--- config.mk ---
export PLATFORM = sky130hd
export DESIGN_NAME = fp_mul_arbiter
export DESIGN_NICKNAME = d
export VERILOG_FILES = /design/src/rtl/fp_mul_arbiter_pkg.sv /design/src/rtl/fp.sv /design/src/rtl/fp_mul_arbiter_rr.sv /design/src/rtl/fp_mul_arbiter.sv
export SDC_FILE = /design/constraint.sdc
export NUM_CORES = 2
export LEC_CHECK = 0
export BUFFER_PORTS_ARGS = -buffer_cell sky130_fd_sc_hd__buf_2
export CORE_ASPECT_RATIO = 0.9
export CORE_UTILIZATION = 43
export CTS_BUF_LIST = sky130_fd_sc_hd__clkbuf_4 sky130_fd_sc_hd__clkbuf_8
export CTS_CLUSTER_SIZE = 12
export DETAILED_ROUTE_END_ITERATION = 6
export HOLD_SLACK_MARGIN = 0.08
export PLACE_DENSITY = 0.63
export SYNTH_ARGS = -nofsm -noshare
export SYNTH_HDL_FRONTEND = slang
export SYNTH_HIERARCHICAL = 1
export SYNTH_SLANG_ARGS = --single-unit
export TNS_END_PERCENT = 50
--- constraint.sdc ---
create_clock -name clk -period 11.1 [get_ports clk]
set_input_delay 0.555 -clock clk [delete_from_list [all_inputs] [get_ports clk]]
set_output_delay 0.555 -clock clk [all_outputs]
set_load 0.02 [all_outputs]
--- src/rtl/fp_mul_arbiter_pkg.sv ---
// Shared definitions for the FP32 multiplier arbiter slice.
//   state_t     : arbiter FSM states (IDLE -> EXEC -> DONE)
//   FP_*        : FP32 field positions and exponent bias
package fp_mul_arbiter_pkg;

  typedef enum logic [1:0] {
    IDLE = 2'd0,
    EXEC = 2'd1,
    DONE = 2'd2
  } state_t;

  localparam int unsigned FP_SIGN     = 31;
  localparam int unsigned FP_EXP_MSB  = 30;
  localparam int unsigned FP_EXP_LSB  = 23;
  localparam int unsigned FP_MANT_MSB = 22;
  localparam int unsigned FP_BIAS     = 127;

endpackage

--- src/rtl/fp.sv ---
// Combinational FP32 multiplier shared by the arbiter.
//   a, b : FP32 operands
//   p    : FP32 product (truncated; zero/denormal inputs give +0,
//          underflow flushes to +0, overflow saturates to infinity)
module fp
  import fp_mul_arbiter_pkg::*;
(
  input  logic [31:0] a,
  input  logic [31:0] b,
  output logic [31:0] p
);

  logic        sign;
  logic [7:0]  ea, eb;
  logic [23:0] ma, mb;
  logic [47:0] prod;
  logic [9:0]  esum;
  logic [22:0] mant;

  always_comb begin
    sign = a[FP_SIGN] ^ b[FP_SIGN];
    ea   = a[FP_EXP_MSB:FP_EXP_LSB];
    eb   = b[FP_EXP_MSB:FP_EXP_LSB];
    ma   = {1'b1, a[FP_MANT_MSB:0]};
    mb   = {1'b1, b[FP_MANT_MSB:0]};
    prod = ma * mb;
    // Biased exponent sum still carrying one extra bias; normalisation adds 1
    // when the significand product lands in [2,4).
    esum = {2'b00, ea} + {2'b00, eb} + {9'd0, prod[47]};
    mant = prod[47] ? prod[46:24] : prod[45:23];
    p    = '0;
    if (ea == '0 || eb == '0 || esum <= 10'(FP_BIAS)) begin
      p = '0;
    end else if (esum >= 10'(FP_BIAS + 255)) begin
      p = {sign, 8'hFF, 23'd0};
    end else begin
      p = {sign, 8'(esum - 10'(FP_BIAS)), mant};
    end
  end

endmodule

--- src/rtl/fp_mul_arbiter_rr.sv ---
// Round-robin arbiter: searches upward from ptr (mod NREQ), first valid wins.
//   req   : request vector
//   ptr   : highest-priority index (always < NREQ)
//   grant : one-hot grant (zero when no request)
//   idx   : encoded index of the granted requester
//   any   : some request granted
module rr_arbiter #(
  parameter int unsigned NREQ = 2,
  parameter int unsigned IDW  = 1
) (
  input  logic [NREQ-1:0] req,
  input  logic [IDW-1:0]  ptr,
  output logic [NREQ-1:0] grant,
  output logic [IDW-1:0]  idx,
  output logic            any
);

  int unsigned cand;

  always_comb begin
    grant = '0;
    idx   = '0;
    any   = 1'b0;
    cand  = 0;
    for (int unsigned i = 0; i < NREQ; i++) begin
      cand = (32'(ptr) + i) % NREQ;
      if (!any && req[cand]) begin
        any         = 1'b1;
        grant[cand] = 1'b1;
        idx         = cand[IDW-1:0];
      end
    end
  end

endmodule

--- src/rtl/fp_mul_arbiter.sv ---
// Shares one combinational FP32 multiplier among NREQ requesters.
// Round-robin grant in IDLE, operands registered, product registered with
// the requester tag and held until the consumer takes it.
//   clk, rst   : clock, asynchronous active-high reset
//   req_valid  : per-requester request
//   req_a/b    : packed operands, requester i at [32*i+31:32*i]
//   req_ready  : one-hot grant (IDLE only)
//   rsp_valid  : result available; rsp_ready consumes it
//   rsp_p      : product, rsp_id : issuing requester
//   busy       : FSM not IDLE
//   op_count   : consumed operations, wraps
module fp_mul_arbiter
  import fp_mul_arbiter_pkg::*;
#(
  parameter int unsigned NREQ = 2,
  parameter int unsigned IDW  = 1,
  parameter int unsigned CNTW = 16
) (
  input  logic                 clk,
  input  logic                 rst,
  input  logic [NREQ-1:0]      req_valid,
  input  logic [NREQ*32-1:0]   req_a,
  input  logic [NREQ*32-1:0]   req_b,
  output logic [NREQ-1:0]      req_ready,
  output logic                 rsp_valid,
  input  logic                 rsp_ready,
  output logic [31:0]          rsp_p,
  output logic [IDW-1:0]       rsp_id,
  output logic                 busy,
  output logic [CNTW-1:0]      op_count
);

  state_t          state, state_nxt;
  logic [IDW-1:0]  ptr, ptr_nxt;
  logic [NREQ-1:0] grant;
  logic [IDW-1:0]  grant_idx;
  logic            grant_any;
  logic [IDW-1:0]  win_id;
  logic [31:0]     win_a, win_b;
  logic [31:0]     op_a, op_b;
  logic [31:0]     fp_p;

  rr_arbiter #(
    .NREQ (NREQ),
    .IDW  (IDW)
  ) u_arb (
    .req   (req_valid),
    .ptr   (ptr),
    .grant (grant),
    .idx   (grant_idx),
    .any   (grant_any)
  );

  fp u_fp (
    .a (op_a),
    .b (op_b),
    .p (fp_p)
  );

  always_comb begin
    win_a = '0;
    win_b = '0;
    for (int unsigned i = 0; i < NREQ; i++) begin
      if (grant[i]) begin
        win_a = req_a[32*i +: 32];
        win_b = req_b[32*i +: 32];
      end
    end
  end

  assign ptr_nxt = (grant_idx == IDW'(NREQ - 1)) ? '0 : grant_idx + IDW'(1);
  assign busy    = (state != IDLE);

  always_comb begin
    state_nxt = state;
    req_ready = '0;
    case (state)
      IDLE: begin
        req_ready = grant;
        if (grant_any) state_nxt = EXEC;
      end
      EXEC: state_nxt = DONE;
      DONE: if (rsp_valid && rsp_ready) state_nxt = IDLE;
      default: state_nxt = IDLE;
    endcase
  end

  always_ff @(posedge clk or posedge rst) begin
    if (rst) begin
      state     <= IDLE;
      ptr       <= '0;
      op_a      <= '0;
      op_b      <= '0;
      win_id    <= '0;
      rsp_valid <= 1'b0;
      rsp_p     <= '0;
      rsp_id    <= '0;
      op_count  <= '0;
    end else begin
      state <= state_nxt;
      case (state)
        IDLE: begin
          if (grant_any) begin
            op_a   <= win_a;
            op_b   <= win_b;
            win_id <= grant_idx;
            ptr    <= ptr_nxt;
          end
        end
        EXEC: begin
          rsp_p     <= fp_p;
          rsp_id    <= win_id;
          rsp_valid <= 1'b1;
        end
        DONE: begin
          if (rsp_valid && rsp_ready) begin
            rsp_valid <= 1'b0;
            op_count  <= op_count + CNTW'(1);
          end
        end
        default: ;
      endcase
    end
  end

endmodule

Word-level counts from Yosys, hierarchy flattened:

Cells that the tools add are included.

* add/sub/neg operators: 6
* $lt $le $gt $ge: 6
* multipliers: 1
* multiplexer cells: 28
* eq/ne operators: 4
* reductions and logical operators: 16
* bitwise operators: 2

Operators by type and width (number)
* 2-to-1 mux 32 bit: 5
* multiplier 24 x 24 -> 48 bit: 1
* 2-to-1 mux 31 bit: 1
* 2-to-1 mux 23 bit: 1
* adder 16 x 1 -> 16 bit, second input constant: 1
* zero test 8 bit: 2
* 2-to-1 mux 1 bit: 12
* adder 9 x 1 -> 10 bit: 1
* greater-or-equal comparator 10 x 9 -> 1 bit, second input constant: 1
* <= comparator 10 x 7 -> 1 bit, second input constant: 1
* 2-to-1 mux 2 bit: 5
* adder 8 x 8 -> 9 bit: 1
* AND reduction 2 bit: 4
* subtractor 8 x 7 -> 8 bit, second input constant: 1
* case mux 2 bit (3 select lines): 1
* logical AND 1 bit: 4
* < comparator 1 x 2 -> 1 bit, second input constant: 2
* != test 2 bit, second input constant: 2
* nonzero test 2 bit: 2
* adder 1 bit, second input constant: 2
* demux 1 bit (select 1 bit): 2
* == test 2 x 1 -> 1 bit, second input constant: 1
* == test 2 bit, second input constant: 1
* greater-or-equal comparator 1 bit, second input constant: 2
* other kinds (6): 7

* input port bits: 133
* word-level logic and storage cells: 72
* bits in registers: 118

Logic depth before layout (Yosys ltp):

* depth in word-level cells: 9
* mapped depth: 41

Modules after synthesis:

The synthesis kept the hierarchy.

Modules (own cells, without submodules)
* fp: area an instance 18956.9 um^2, seq. area each 0.0 um^2, times used 1, cells each 2186
* fp_mul_arbiter: area an instance 4964.8 um^2, seq. area each 2952.8 um^2, times used 1, cells each 439
* rr_arbiter: area an instance 32.5 um^2, seq. area each 0.0 um^2, times used 1, cells each 5

Worst setup path after synthesis:

No wires, ideal clock.

* kind: flip-flop to flip-flop
* start point: register op_a[13]
* end point: register rsp_p[5]
* cell stages (with the launch flop): 42
* data arrival time: 9512 ps
* library setup time: 65 ps
* slack: 1523 ps
* cells stage by stage: dfrtp_1 clkbuf_1 nand2_1 fa_1 inv_1 fa_1 inv_1 fa_1 inv_1 fa_1 inv_1 fa_1 inv_1 fa_1 inv_1 fa_1 inv_1 ha_1 [6 not listed] o21ai_1 a211oi_2 inv_2 buf_2 fa_1 fa_1 nor2b_1 o21ai_0 a21boi_0 o21ai_0 a21boi_1 a221oi_1 o2bb2ai_1 a211o_1 clkbuf_1 or3b_1 o2bb2ai_1 mux2_2

* cells in the longest elaborated chain, start to end: 5
* elaborated cells between the ends (all ways): 8
* those cells by class: 1 x add/sub; 1 x mul; 2 x order compare; 3 x mux; 1 x reduce/logical

Ends and longest elaborated chain
* start: declaration: RTL line fp_mul_arbiter.sv:40 `logic [31:0] op_a, op_b;`
* start signal: assignment: RTL line fp_mul_arbiter.sv:104 `op_a <= win_a;`
* multiplier 24 x 24 -> 48 bit (*): RTL line fp.sv:26 `prod = ma * mb;`
* adder 9 x 1 -> 10 bit: RTL line fp.sv:29 `esum = {2'b00, ea} + {2'b00, eb} + {9'd0, prod[47]};`
* greater-or-equal comparator 10 x 9 -> 1 bit or <= comparator 10 x 7 -> 1 bit (tied branches): RTL line fp.sv:34, fp.sv:32
* 2-to-1 mux 31 bit or logical OR 1 bit (tied branches): RTL line fp.sv:34, fp.sv:32
* 2-to-1 mux 32 bit (*): RTL line fp.sv:32 `if (ea == '0 || eb == '0 || esum <= 10'(FP_BIAS)) begin`
* via fp_p[5]: RTL line fp_mul_arbiter.sv:41 `logic [31:0] fp_p;`
* end signal: assignment: RTL line fp_mul_arbiter.sv:111 `rsp_p <= fp_p;`
* end: declaration: RTL line fp_mul_arbiter.sv:27 `output logic [31:0] rsp_p,`

The timed path passes the listed nets; every way through them passes the cells marked *.
A chain may end at the register's enable or synchronous reset.

Worst setup path after layout:

* start point: register op_a[10]
* end point: register rsp_p[22]

Same word-level chain as after synthesis.

==> results.py <==
metrics = {
    "outcome": {
        "status": "finished, final reports clean",
    },
    "route": {
        "wl_met1_um": 30280,
        "highest_layer": "met4",
        "wl_met2_um": 32850,
        "route.detailed.drc": 0,
        "drt_pass1_iterations": 5,
        "viasPerCell": 5.277,
        "first_iter_violations": 1288,
        "antenna_left": 0,
        "met3_length_um": 5280,
        "wl_um": 70520,
        "wl_per_cell_um": 20.14,
        "vias": 18476,
    },
    "cts": {
        "clockBufferDepth": 2,
        "clk_latency_ps": 490,
        "root_buffer": "clkbuf_8",
        "cts.reportedPaths.clkPinSlew_ps": 80,
        "cts_inserted_buffers": 17,
        "cts_tree": "yes",
        "htreeDepth": 4,
        "cts_setup_buffers": 0,
        "cts_sinks": 118,
    },
    "sta": {
        "finalHoldViolations": 0,
        "finClkSkew_ps": 22.12,
        "tightest_slew_ps": 1135,
        "setup_viol": 0,
        "max_slew_margin_pct": 24.32,
        "max_freq_mhz": 95.51,
        "min_period_over_period_pct": 94.32,
        "tns_ps": 0,
        "rsz0062_at_grt": "no",
        "min_period_ps": 10470,
        "final_max_slew_viol_count": 0,
    },
    "global_routing": {
        "grt_use_total_pct": 25.74,
        "antenna_found_initial": 3,
        "grt_max_degree": 133,
        "grt_pass1_vias": 19544,
        "grt_pass1_wl_um": 110000,
        "globalRouteOverflowTotal": 0,
    },
    "setup_path": {
        "worstPathRequired_ps": 11520,
        "crit_top_cell": "fa_1",
        "cpLargestDelayFamily": "adder cells",
        "start_kind": "register",
        "arrival_ps": 10890,
        "crit_buf_inv": 6,
        "slowest_delay_ps": 630,
        "cpMaxStageDelayCell": "dfrtp_1",
        "worstPathMaxFanout": 17,
        "endpoint_kind": "register",
        "critPathKind": "register to register",
    },
    "synth": {
        "synth_nets": 3425,
        "synth_edf_count": 0,
        "yosysUniqueCellTypes": 71,
        "yosysMostFrequentCell": "inv_1",
        "ys.warnings.count": 6,
        "netlist_top_cells_area": "fa_1 (40%), dfrtp_1 (12%), ha_1 (9.3%), inv_1 (9.1%), nand2_1 (6.1%)",
        "yosys.area.top_type_share_pct": 40.37,
        "ys_ff_latch": 118,
        "synthCells": 2630,
        "ys_seq_area_share_pct": 12.33,
        "syn_area_per_cell_sq_um": 9.108,
        "synthArstFlopShare_pct": 100.0,
        "ys.flop_type": "dfrtp_1",
        "yosysTopAreaCell": "fa_1",
        "syn_area_sq_mm": 0.02395,
        "yosys-top-cells-count": "inv_1 (583), fa_1 (483), nand2_1 (389)",
    },
    "placed_design": {
        "place_hpwl_um": 57850,
        "dpl-instance-area_sq_mm": 0.02585,
        "globalplace.congestion": 0.9558,
        "port_buffers": 185,
    },
    "final_layout": {
        "syn_to_final_growth_pct": 9.846,
        "fin_nets": 3577,
        "drive_gt1_share_pct": 12.63,
        "nFillCells": 5233,
        "final_area_sq_mm": 0.02631,
        "fin_util_pct": 48.08,
    },
    "floorplanning": {
        "ioPinCount": 186,
        "start_util_pct": 43.77,
        "std_cell_rows": 81,
        "die_w_um": 250.8,
        "coreArea_sq_mm": 0.05473,
        "die_h_um": 225.9,
        "die_area_sq_mm": 0.05666,
    },
    "run": {
        "cap_viol_max_count": 0,
    },
    "hold_path": {
        "hp-class": "primary input to register",
    },
}
[path summary, 6_finish.rpt]
check | from | to | slack, ps | cells past startpoint
setup / recovery | op_a[10] | rsp_p[22] | 630 | 34
max in group asynchronous | rst | op_a[6] | 8890 | 4
hold reg to reg | op_count[15] | op_count[15] | 480 | 1
setup reg to reg | op_a[10] | rsp_p[22] | 630 | 34
hold / removal | req_b[27] | op_b[27] | 360 | 3
min in group asynchronous | rst | rsp_id | 640 | 3
[per-stage QoR]
stage / setup WS [ps] / hold WS, ps / instances
after global routing: 37.33 / 346.6 / 3500
after CTS: 471.3 / 321.8 / 3500
after global placement: 756.8 / 459.3 / 3467
after detailed placement: 530.9 / 460.7 / 3467
final: 630.2 / 357.4 / 3501
after floorplan: 1523 / 444.6 / 2630
[area by class of cell]
cell class              count  area, sq um  share of cell area, %
clock inverters            14        187.7                 0.7133
multi-input cells        1797        18320                  69.63
repair buffers            262         1506                  5.725
diodes                      1        2.502               0.009510
flip-flops and latches    118         2962                  11.26
inverters                 586         2202                  8.369
clock buffers              18        247.7                 0.9415
well taps                 705        882.1                  3.352
[kinds of logic (layout without fill, tap and decap cells)]
logic type                 count (synthesis)  after routing  share of synthesized area [%]
and+or+nand+nor                          766            766                          15.40
buffers and inverters                    715            880                          11.37
adders and majority gates                662            662                          49.72
AOI/OAI and AO/OA                        278            278                          7.443
DFF                                      118            118                          12.33
muxes                                     46             46                          2.105
xor gates and xnor gates                  45             45                          1.645
other                                      0              1                              0
[routing by layer]
layer | up-vias | track usage [%]
met5 | - | 0
met4 | 0 | 8.727
met3 | 123 | 5.198
met2 | 654 | 41.06
met1 | 9457 | 35.01
li1 | 8242 | -
[registers in the layout (all words and copies together), names as in the netlist]
signal	cells
rsp_p	32
rsp_id	1
op_count	16
ptr	1
win_id	1
state	2
op_b	32
op_a	32
rsp_valid	1
[tightest hold or removal path: stages]
cell and delay, ps:
buf_2 70, a22oi_1 60, o21ai_1 110
[cell usage in the layout, fill, tap and decap left out, types with 34 or more instances in the layout]
cell type,instances
mux2_2,34
inv_1,582
ha_1,179
a22oi_1,63
and2_1,217
buf_2,185
xnor2_1,35
nor2_1,75
dfrtp_1,111
a21oi_1,44
o21ai_0,85
nand2_1,388
fa_1,483
buf_4,76
[repair_timing]
item,CTS,global route
setup endpoints to repair,0,10
hold buffers,1,0
resized for setup,0,9
endpoints found under the hold margin,2,0
Power is left out: the tool's default activity adds up to more than one toggle a clock period on the data nets, which glitch-free logic cannot reach.
